[config.mk]
export PLATFORM = sky130hd
export DESIGN_NAME = commit_ctrl_flat
export DESIGN_NICKNAME = d
export VERILOG_FILES = /design/src/rtl/commit_ctrl_if.sv /design/src/rtl/commit_ctrl.sv /design/src/flat_wrapper.sv
export SDC_FILE = /design/constraint.sdc
export NUM_CORES = 1
export LEC_CHECK = 0
export ABC_AREA = 1
export BUFFER_PORTS_ARGS = -buffer_cell sky130_fd_sc_hd__buf_2
export CAP_MARGIN = 20
export CORE_ASPECT_RATIO = 0.75
export CORE_MARGIN = 3
export CORE_UTILIZATION = 30
export DETAILED_ROUTE_END_ITERATION = 8
export GPL_TIMING_DRIVEN = 0
export SKIP_LAST_GASP = 1
export SLEW_MARGIN = 20
export SYNTH_ARGS = -nofsm -noshare
export SYNTH_HDL_FRONTEND = slang
export SYNTH_SLANG_ARGS = --single-unit
[constraint.sdc]
create_clock -name clk_in -period 4.2 [get_ports clk_in]
set_input_delay 0.21 -clock clk_in [delete_from_list [all_inputs] [get_ports clk_in]]
set_output_delay 0.21 -clock clk_in [all_outputs]
set_load 0.02 [all_outputs]
[src/rtl/commit_ctrl_if.sv]
// Head-of-ROB / commit handshake bundle between the reorder buffer, the
// register file, the load-store buffer and the commit sequencer.
interface commit_ctrl_if #(
   parameter int ROB_WIDTH = 4,
   parameter int REG_WIDTH = 5
) ();
   logic                 head_valid;
   logic                 head_ready;
   logic [1:0]           head_type;
   logic [ROB_WIDTH-1:0] head_rob_id;
   logic [REG_WIDTH-1:0] head_reg_id;
   logic [31:0]          head_data;
   logic                 head_mispredict;
   logic [31:0]          head_target_pc;
   logic                 store_done;

   logic                 rob_pop;
   logic [REG_WIDTH-1:0] commit_reg_id;
   logic [31:0]          commit_data;
   logic [ROB_WIDTH-1:0] commit_rob_id;
   logic                 store_req;
   logic [ROB_WIDTH-1:0] store_rob_id;
   logic                 flush;
   logic [31:0]          flush_pc;
   logic                 halted;
   logic [31:0]          commit_count;

   modport master (
      output head_valid, head_ready, head_type, head_rob_id, head_reg_id,
             head_data, head_mispredict, head_target_pc, store_done,
      input  rob_pop, commit_reg_id, commit_data, commit_rob_id, store_req,
             store_rob_id, flush, flush_pc, halted, commit_count
   );

   modport slave (
      input  head_valid, head_ready, head_type, head_rob_id, head_reg_id,
             head_data, head_mispredict, head_target_pc, store_done,
      output rob_pop, commit_reg_id, commit_data, commit_rob_id, store_req,
             store_rob_id, flush, flush_pc, halted, commit_count
   );
endinterface

[src/rtl/commit_ctrl.sv]
// In-order retirement sequencer: retires, holds or stalls the ROB head and
// drives the register-file commit port, store requests, flush and halt.
module commit_ctrl #(
   parameter int ROB_WIDTH    = 4,
   parameter int REG_WIDTH    = 5,
   parameter int FLUSH_CYCLES = 1
) (
   input  logic         clk_in,
   input  logic         rst_in,
   input  logic         rdy_in,
   commit_ctrl_if.slave bus
);

   typedef enum logic [1:0] {RUN, STORE_WAIT, FLUSH, HALT} state_t;

   localparam logic [1:0] TYPE_REG    = 2'd0;
   localparam logic [1:0] TYPE_STORE  = 2'd1;
   localparam logic [1:0] TYPE_BRANCH = 2'd2;
   localparam logic [1:0] TYPE_EXIT   = 2'd3;

   state_t               r_state;
   logic                 r_flush;
   logic [31:0]          r_flushPc;
   logic                 r_halted;
   logic [31:0]          r_commitCount;
   logic [31:0]          r_flushCnt;
   logic [ROB_WIDTH-1:0] r_storeRobId;

   logic                 w_retireable;
   logic                 w_robPop;
   logic [REG_WIDTH-1:0] w_commitRegId;
   logic [31:0]          w_commitData;
   logic [ROB_WIDTH-1:0] w_commitRobId;
   logic                 w_storeReq;

   assign w_retireable = rdy_in && (r_state == RUN) && bus.head_valid && bus.head_ready;

   always_comb begin
      w_robPop      = 1'b0;
      w_commitRegId = '0;
      w_commitData  = '0;
      w_commitRobId = '0;
      w_storeReq    = 1'b0;
      if (w_retireable) begin
         case (bus.head_type)
            TYPE_REG, TYPE_BRANCH: begin
               w_robPop      = 1'b1;
               w_commitRegId = bus.head_reg_id;
               w_commitData  = bus.head_data;
               w_commitRobId = bus.head_rob_id;
            end
            TYPE_STORE: w_storeReq = 1'b1;
            default: begin
               w_robPop      = 1'b1;
               w_commitRobId = bus.head_rob_id;
            end
         endcase
      end else if (rdy_in && (r_state == STORE_WAIT) && bus.store_done) begin
         w_robPop      = 1'b1;
         w_commitRobId = bus.head_rob_id;
      end
   end

   always_ff @(posedge clk_in) begin
      if (rst_in) begin
         r_state       <= RUN;
         r_flush       <= 1'b0;
         r_flushPc     <= '0;
         r_halted      <= 1'b0;
         r_commitCount <= '0;
         r_flushCnt    <= '0;
         r_storeRobId  <= '0;
      end else if (rdy_in) begin
         case (r_state)
            RUN: begin
               if (w_retireable) begin
                  case (bus.head_type)
                     TYPE_REG: r_commitCount <= r_commitCount + 32'd1;
                     TYPE_STORE: begin
                        r_storeRobId <= bus.head_rob_id;
                        r_state      <= STORE_WAIT;
                     end
                     TYPE_BRANCH: begin
                        r_commitCount <= r_commitCount + 32'd1;
                        if (bus.head_mispredict) begin
                           r_flush    <= 1'b1;
                           r_flushPc  <= bus.head_target_pc;
                           r_flushCnt <= 32'(FLUSH_CYCLES - 1);
                           r_state    <= FLUSH;
                        end
                     end
                     default: begin
                        r_commitCount <= r_commitCount + 32'd1;
                        r_halted      <= 1'b1;
                        r_state       <= HALT;
                     end
                  endcase
               end
            end
            STORE_WAIT: begin
               if (bus.store_done) begin
                  r_commitCount <= r_commitCount + 32'd1;
                  r_state       <= RUN;
               end
            end
            FLUSH: begin
               // The counter reaching zero marks the last flush cycle.
               if (r_flushCnt == 32'd0) begin
                  r_flush <= 1'b0;
                  r_state <= RUN;
               end else begin
                  r_flushCnt <= r_flushCnt - 32'd1;
               end
            end
            default: r_state <= HALT;
         endcase
      end
   end

   assign bus.rob_pop       = w_robPop;
   assign bus.commit_reg_id = w_commitRegId;
   assign bus.commit_data   = w_commitData;
   assign bus.commit_rob_id = w_commitRobId;
   assign bus.store_req     = w_storeReq;
   // The store id is visible in the request cycle and then held for the LSB.
   assign bus.store_rob_id  = w_storeReq ? bus.head_rob_id : r_storeRobId;
   assign bus.flush         = r_flush;
   assign bus.flush_pc      = r_flushPc;
   assign bus.halted        = r_halted;
   assign bus.commit_count  = r_commitCount;

endmodule

[src/flat_wrapper.sv]
// flat-port wrapper written by rule: the top's interface ports become plain ports
module commit_ctrl_flat 
#(
   parameter int ROB_WIDTH    = 4,
   parameter int REG_WIDTH    = 5,
   parameter int FLUSH_CYCLES = 1
)
  (clk_in, rst_in, rdy_in, bus_head_valid, bus_head_ready, bus_head_type, bus_head_rob_id, bus_head_reg_id, bus_head_data, bus_head_mispredict, bus_head_target_pc, bus_store_done, bus_rob_pop, bus_commit_reg_id, bus_commit_data, bus_commit_rob_id, bus_store_req, bus_store_rob_id, bus_flush, bus_flush_pc, bus_halted, bus_commit_count);
  commit_ctrl_if #(.ROB_WIDTH(ROB_WIDTH), .REG_WIDTH(REG_WIDTH)) bus_i ();
  input  logic clk_in;
  input  logic rst_in;
  input  logic rdy_in;
  input wire logic [$bits(bus_i.head_valid)-1:0] bus_head_valid;
  input wire logic [$bits(bus_i.head_ready)-1:0] bus_head_ready;
  input wire logic [$bits(bus_i.head_type)-1:0] bus_head_type;
  input wire logic [$bits(bus_i.head_rob_id)-1:0] bus_head_rob_id;
  input wire logic [$bits(bus_i.head_reg_id)-1:0] bus_head_reg_id;
  input wire logic [$bits(bus_i.head_data)-1:0] bus_head_data;
  input wire logic [$bits(bus_i.head_mispredict)-1:0] bus_head_mispredict;
  input wire logic [$bits(bus_i.head_target_pc)-1:0] bus_head_target_pc;
  input wire logic [$bits(bus_i.store_done)-1:0] bus_store_done;
  output wire logic [$bits(bus_i.rob_pop)-1:0] bus_rob_pop;
  output wire logic [$bits(bus_i.commit_reg_id)-1:0] bus_commit_reg_id;
  output wire logic [$bits(bus_i.commit_data)-1:0] bus_commit_data;
  output wire logic [$bits(bus_i.commit_rob_id)-1:0] bus_commit_rob_id;
  output wire logic [$bits(bus_i.store_req)-1:0] bus_store_req;
  output wire logic [$bits(bus_i.store_rob_id)-1:0] bus_store_rob_id;
  output wire logic [$bits(bus_i.flush)-1:0] bus_flush;
  output wire logic [$bits(bus_i.flush_pc)-1:0] bus_flush_pc;
  output wire logic [$bits(bus_i.halted)-1:0] bus_halted;
  output wire logic [$bits(bus_i.commit_count)-1:0] bus_commit_count;
  assign bus_i.head_valid = bus_head_valid;
  assign bus_i.head_ready = bus_head_ready;
  assign bus_i.head_type = bus_head_type;
  assign bus_i.head_rob_id = bus_head_rob_id;
  assign bus_i.head_reg_id = bus_head_reg_id;
  assign bus_i.head_data = bus_head_data;
  assign bus_i.head_mispredict = bus_head_mispredict;
  assign bus_i.head_target_pc = bus_head_target_pc;
  assign bus_i.store_done = bus_store_done;
  assign bus_rob_pop = bus_i.rob_pop;
  assign bus_commit_reg_id = bus_i.commit_reg_id;
  assign bus_commit_data = bus_i.commit_data;
  assign bus_commit_rob_id = bus_i.commit_rob_id;
  assign bus_store_req = bus_i.store_req;
  assign bus_store_rob_id = bus_i.store_rob_id;
  assign bus_flush = bus_i.flush;
  assign bus_flush_pc = bus_i.flush_pc;
  assign bus_halted = bus_i.halted;
  assign bus_commit_count = bus_i.commit_count;
  commit_ctrl #(.ROB_WIDTH(ROB_WIDTH), .REG_WIDTH(REG_WIDTH), .FLUSH_CYCLES(FLUSH_CYCLES)) u_core (.clk_in(clk_in), .rst_in(rst_in), .rdy_in(rdy_in), .bus(bus_i));
endmodule
# After elaboration in Yosys (flattened, before gate mapping)
# Cells that the tools add are included.
totals:
  elab_cells: 75
  register_bits: 104
  input_bits: 82
classes:
  n_addsub: 2
  reduce_logical: 19
  bitwise_logic: 1
  mux: 33
  eq_ne: 13
op_table:
  columns: ["op", "count"]
  rows:
  - ["32-bit 2-to-1 mux", 9]
  - ["32-bit case mux with 2 select lines", 2]
  - ["32-bit by 1-bit adder with 32-bit output, second input constant", 1]
  - ["32-bit logical NOT", 1]
  - ["32-bit by 1-bit subtractor with 32-bit output, second input constant", 1]
  - ["6-bit AND reduction", 3]
  - ["4-bit 2-to-1 mux", 4]
  - ["2-bit inequality test, second input constant", 6]
  - ["2-bit case mux with 3 select lines", 2]
  - ["5-bit 2-to-1 mux", 2]
  - ["5-bit AND reduction", 2]
  - ["1-bit 2-to-1 mux", 9]
  - ["2-bit 2-to-1 mux", 4]
  - ["4-bit AND reduction", 2]
  - ["1-bit logical AND", 5]
  - ["2-bit by 1-bit == test with 1-bit output, second input constant", 2]
  - ["2-bit == test, second input constant", 2]
  - ["2-bit logical NOT", 2]
  - ["2-bit by 1-bit inequality test with 1-bit output, second input constant", 2]
  - ["2-bit nonzero test", 2]
  - ["3-bit inequality test, second input constant", 1]
  - ["3-bit OR reduction", 1]
  - ["1-bit case mux with 2 select lines", 1]
  - ["2-bit OR reduction", 1]
  - ["1-bit inverter", 1]

# Logic depth before layout (Yosys ltp)
logic_depth:
  ltp_word: 6
  ltp_mapped: 13
  mapped_depth_nobuf: 12

# Worst setup path after synthesis
# No wires, ideal clock.
synth_path:
  kind: "reg2out"
  startpoint: "register u_core.r_state[0]"
  endpoint: "output bus_rob_pop"
  path_stages_with_launch: 9
  path_buffers: 1
  slack_ns: 2.270
  t_arrival_ns: 1.720
  cell_sequence: "dfxtp_1 -> inv_1 -> ha_1 -> buf_2 -> nand4_1 -> nor2_1 -> inv_1 -> o21ai_0 -> inv_1"
synth_between:
  elab_chain_len: 5
synth_lines:
  columns: ["element", "line", "text"]
  rows:
  - ["start: declaration", "commit_ctrl.sv:21", "state_t r_state;"]
  - ["start signal: assignment", "commit_ctrl.sv:66", "r_state <= RUN;"]
  - ["start signal: assignment", "commit_ctrl.sv:81", "r_state <= STORE_WAIT;"]
  - ["start signal: assignment", "commit_ctrl.sv:89", "r_state <= FLUSH;"]
  - ["2-bit by 1-bit == test with 1-bit output / 2-bit logical NOT (equally long branches)", "commit_ctrl.sv:58, commit_ctrl.sv:36", null]
  - ["1-bit logical AND (on tied branches) (2 in a row)", "commit_ctrl.sv:58, commit_ctrl.sv:36", null]
  - ["1-bit 2-to-1 mux / 1-bit logical AND (equally long branches)", "commit_ctrl.sv:58, commit_ctrl.sv:36", null]
  - ["1-bit 2-to-1 mux *", "commit_ctrl.sv:44", "if (w_retireable) begin"]
  - ["end: declaration", "flat_wrapper.sv:22", "output wire logic [$bits(bus_i.rob_pop)-1:0] bus_rob_pop;"]
# Every way passes the cells marked *; elsewhere a longest branch is shown, timed or not.

# Worst setup path in the final report
layout_path:
  startpoint: "register u_core.r_state[0]"
  endpoint: "output bus_commit_rob_id[0]"
layout_between:
  elab_chain_len: 5
layout_lines:
  columns: ["element", "line", "text"]
  rows:
  - ["2-bit by 1-bit == test with 1-bit output / 2-bit logical NOT (equally long branches)", "commit_ctrl.sv:58, commit_ctrl.sv:36", null]
  - ["1-bit logical AND (on tied branches) (2 in a row)", "commit_ctrl.sv:58, commit_ctrl.sv:36", null]
  - ["4-bit 2-to-1 mux / 1-bit logical AND (equally long branches)", "commit_ctrl.sv:58, commit_ctrl.sv:36", null]
  - ["4-bit 2-to-1 mux *", "commit_ctrl.sv:44", null]
  - ["end: declaration", "flat_wrapper.sv:25", "output wire logic [$bits(bus_i.commit_rob_id)-1:0] bus_commit_rob_id;"]
# Marks and branches as above.

==> impl_metrics.py <==
metrics = {
    "synth": {
        "ys_seq_area_share_pct": 36.68,
        "syn_area_per_cell_um2": 6.083,
        "synth_enable_flop_cells": 0,
        "syn_nets": 1020,
        "syn-cell-area_um2": 5675,
        "synth_common_cells": "nor2_1 (248), nand2_1 (215), dfxtp_1 (104)",
        "synth_ff_type": "dfxtp_1",
        "syn_inst": 933,
        "netlist-cell-type-count": 31,
        "synth_top_cell_by_area": "dfxtp_1",
        "yosysWarnings": 0,
        "yosysMostFrequentCell": "nor2_1",
        "async_flop_share_pct": 0,
        "synth_largest_type_area_fraction_pct": 36.68,
        "synth_area_leaders": "dfxtp_1 (37%), nor2_1 (16%), nand2_1 (14%)",
        "ys_ff_latch": 104,
    },
    "cts": {
        "cts_buffers": 9,
        "cts_resized": 0,
        "clockBufferDepth": 2,
        "post-cts-setup-buffer-count": 0,
        "cts_tree": "done",
        "htreeDepth": 3,
        "cts-root-buf": "clkbuf_16",
        "clk_pin_slew_ps": 90,
        "clock_sinks": 104,
        "hold_buffers": 0,
        "insertion_delay_ps": 360,
    },
    "setup_path": {
        "cp.required_ps": 3990,
        "r2r_cells": 11,
        "criticalPathCategory": "flip-flop to output port",
        "path_cells": "inv_1 > ha_1 > buf_2 > nand4_1 > nor2_1 > inv_1 > o21ai_0 > nor2_1 > buf_2",
        "worstPathMaxFanout": 9,
        "cp_top_family": "buffers and inverters",
        "end_kind": "output port",
        "worstPathArrival_ps": 2290,
        "regToRegEndpoint": "u_core.r_flushCnt[18]",
        "r2r_start": "u_core.r_state[0]",
        "cp.buffers_inverters": 4,
        "r2r_setup_slack_ps": 1950,
        "crit_slowest_cell": "dfxtp_1",
        "slowest_delay_ps": 320,
        "worstSetupStartpointType": "flip-flop",
    },
    "hold_path": {
        "hold-path-endpoint": "u_core.bus.flush_pc[11]",
        "holdCritStartpoint": "bus_head_target_pc[11]",
        "worstHoldPathType": "input pin to flip-flop",
        "whs_path_depth": 3,
    },
    "sta": {
        "maxClockFrequency_ghz": 0.3995,
        "hold_violations": 0,
        "worst_pin_slew_ps": 750.7,
        "finalCritPeriodShare_pct": 59.59,
        "finClkSkew_ps": 10.77,
        "slew_viol_final": 0,
        "relSlewSlack_pct": 49.95,
        "tns_ps": 0,
        "fin_crit_ps": 2503,
        "rsz0062_at_grt": "false",
        "setup_violations": 0,
        "hold_ws_ps": 96.23,
    },
    "global_routing": {
        "grt_pass1_wl_um": 29370,
        "grt-ovfl-total": 0,
        "grt_pass1_vias": 5673,
        "grtUsageTotal_pct": 17.83,
        "grt_max_degree": 22,
        "antenna_found_initial": 0,
    },
    "status": {
        "status": "finished clean",
    },
    "pwr": {
        "vdd_drop_max_mv": 0.2260,
        "p_int_mw": 1.551,
        "combPwrFrac_pct": 15.8,
        "report.power.total_mw": 2.246,
        "switchingPower_uw": 695.1,
        "sw_frac_of_total_pct": 30.94,
        "power_frac_seq_pct": 45.0,
        "leakage_nw": 3.626,
        "power.density_nw_per_um2": 309.7,
        "clock_power_share_pct": 39.2,
    },
    "placed_design": {
        "gp_congestion": 0.9218,
        "place_area_um2": 6944,
        "port_buffers": 193,
        "dpl.hpwl_um": 15130,
    },
    "route": {
        "viasPerCell": 4.554,
        "drt_pass1_iterations": 5,
        "post_drt_wl_per_cell_um": 13.56,
        "wl_um": 18760,
        "vias": 6303,
        "dr.first_iter.drc_count": 421,
        "drc": 0,
        "ant_nets": 0,
    },
    "finish": {
        "final_layout_size_suffix_gt1_share_pct": 20.49,
        "fin_area_um2": 7254,
        "area_growth_pct": 27.82,
        "diodes": 0,
        "postLayoutCoreUtil_pct": 40.13,
        "nets": 1224,
    },
    "floorplanning": {
        "die_h_um": 125.1,
        "die_width_um": 164.8,
        "placementRows": 42,
        "die_area_um2": 20620,
        "core_um2": 18080,
        "start_util_pct": 31.40,
        "ios": 195,
    },
    "flow_run": {
        "cap_violations": 0,
    },
}
-- state kept, by name (all words and copies together), names as in the netlist --
register                 flops
u_core.r_storeRobId          4
u_core.r_flushCnt           32
u_core.bus.flush_pc         32
u_core.r_state               2
u_core.bus.commit_count     32
u_core.bus.halted            1
u_core.bus.flush             1
-- placed cells by master (no fill, tap or decap), types with 5 or more instances in the layout --
| cell type | n |
|---|---|
| o21ai_0 | 66 |
| nand2_1 | 215 |
| xor2_1 | 11 |
| clkbuf_1 | 19 |
| buf_2 | 200 |
| nand3_1 | 38 |
| o21bai_1 | 7 |
| nand4_1 | 11 |
| nor2_1 | 248 |
| clkbuf_16 | 9 |
| a21oi_1 | 37 |
| buf_1 | 6 |
| dfxtp_1 | 104 |
| inv_1 | 101 |
| ha_1 | 5 |
| nor3_1 | 21 |
-- worst max path at each step --
stage                      start               endpoint  cells after the start
2_1_floorplan  u_core.r_state[0]            bus_rob_pop                      8
3_3_place_gp   u_core.r_state[0]  u_core.r_flushCnt[18]                     11
3_5_place_dp   u_core.r_state[0]  u_core.r_flushCnt[18]                     11
4_1_cts        u_core.r_state[0]   bus_commit_rob_id[0]                      9
5_1_grt        u_core.r_state[0]   bus_commit_rob_id[0]                      9
6_report       u_core.r_state[0]   bus_commit_rob_id[0]                      9
-- worst min-delay path: stages --
cell and delay, ps:
buf_2 70, o21ai_0 70, nor2_1 80
-- power groups by stage --
| stage | registers (mW) | clock network, mW | logic [mW] |
|---|---|---|---|
| floorplan | 1.04 | 0 | 0.222 |
| global placement | 1.03 | 0 | 0.351 |
| detailed placement | 1.03 | 0 | 0.354 |
| CTS | 1.01 | 0.902 | 0.356 |
| global route | 1.01 | 0.937 | 0.402 |
| finish | 1.01 | 0.880 | 0.356 |
-- kinds of logic (layout without fill, tap and decap cells) --
family / count (synthesis) / after routing / share of synthesized area [%]
AND/OR/NAND/NOR: 556 / 556 / 39.99
XOR/XNOR: 13 / 13 / 2.006
adder cells (fa/ha/maj): 5 / 5 / 1.102
AO/OA/AOI/OAI: 116 / 116 / 10.60
flip-flops: 104 / 104 / 36.68
buffers and inverters: 139 / 348 / 9.612
-- layer usage --
layer	vias up	GRT usage [%]	part of all wire, %
li1	3304	-	-
met1	2792	24.18	47
met2	189	27.00	43
met3	18	6.283	8.9
met4	0	4.586	1.5
met5	-	0	0
-- stage by stage --
step,std cells,setup slack [ps]
3_5_place_dp,1368,1944
4_1_cts,1384,1687
5_1_grt,1384,1395
6_report,1384,1697
2_1_floorplan,933,2270
3_3_place_gp,1368,1942
-- final cells by class --
class,instances,area (um2)
buffer,34,151.4
clock buffer,9,225.2
clock inverter,7,85.08
fill,1989,10820
inverter,105,394.1
multi-input combinational,690,3048
sequential,104,2082
tap,242,302.8
timing repair buffer,193,965.9
Note: power is estimated with default switching activity, not from simulation.
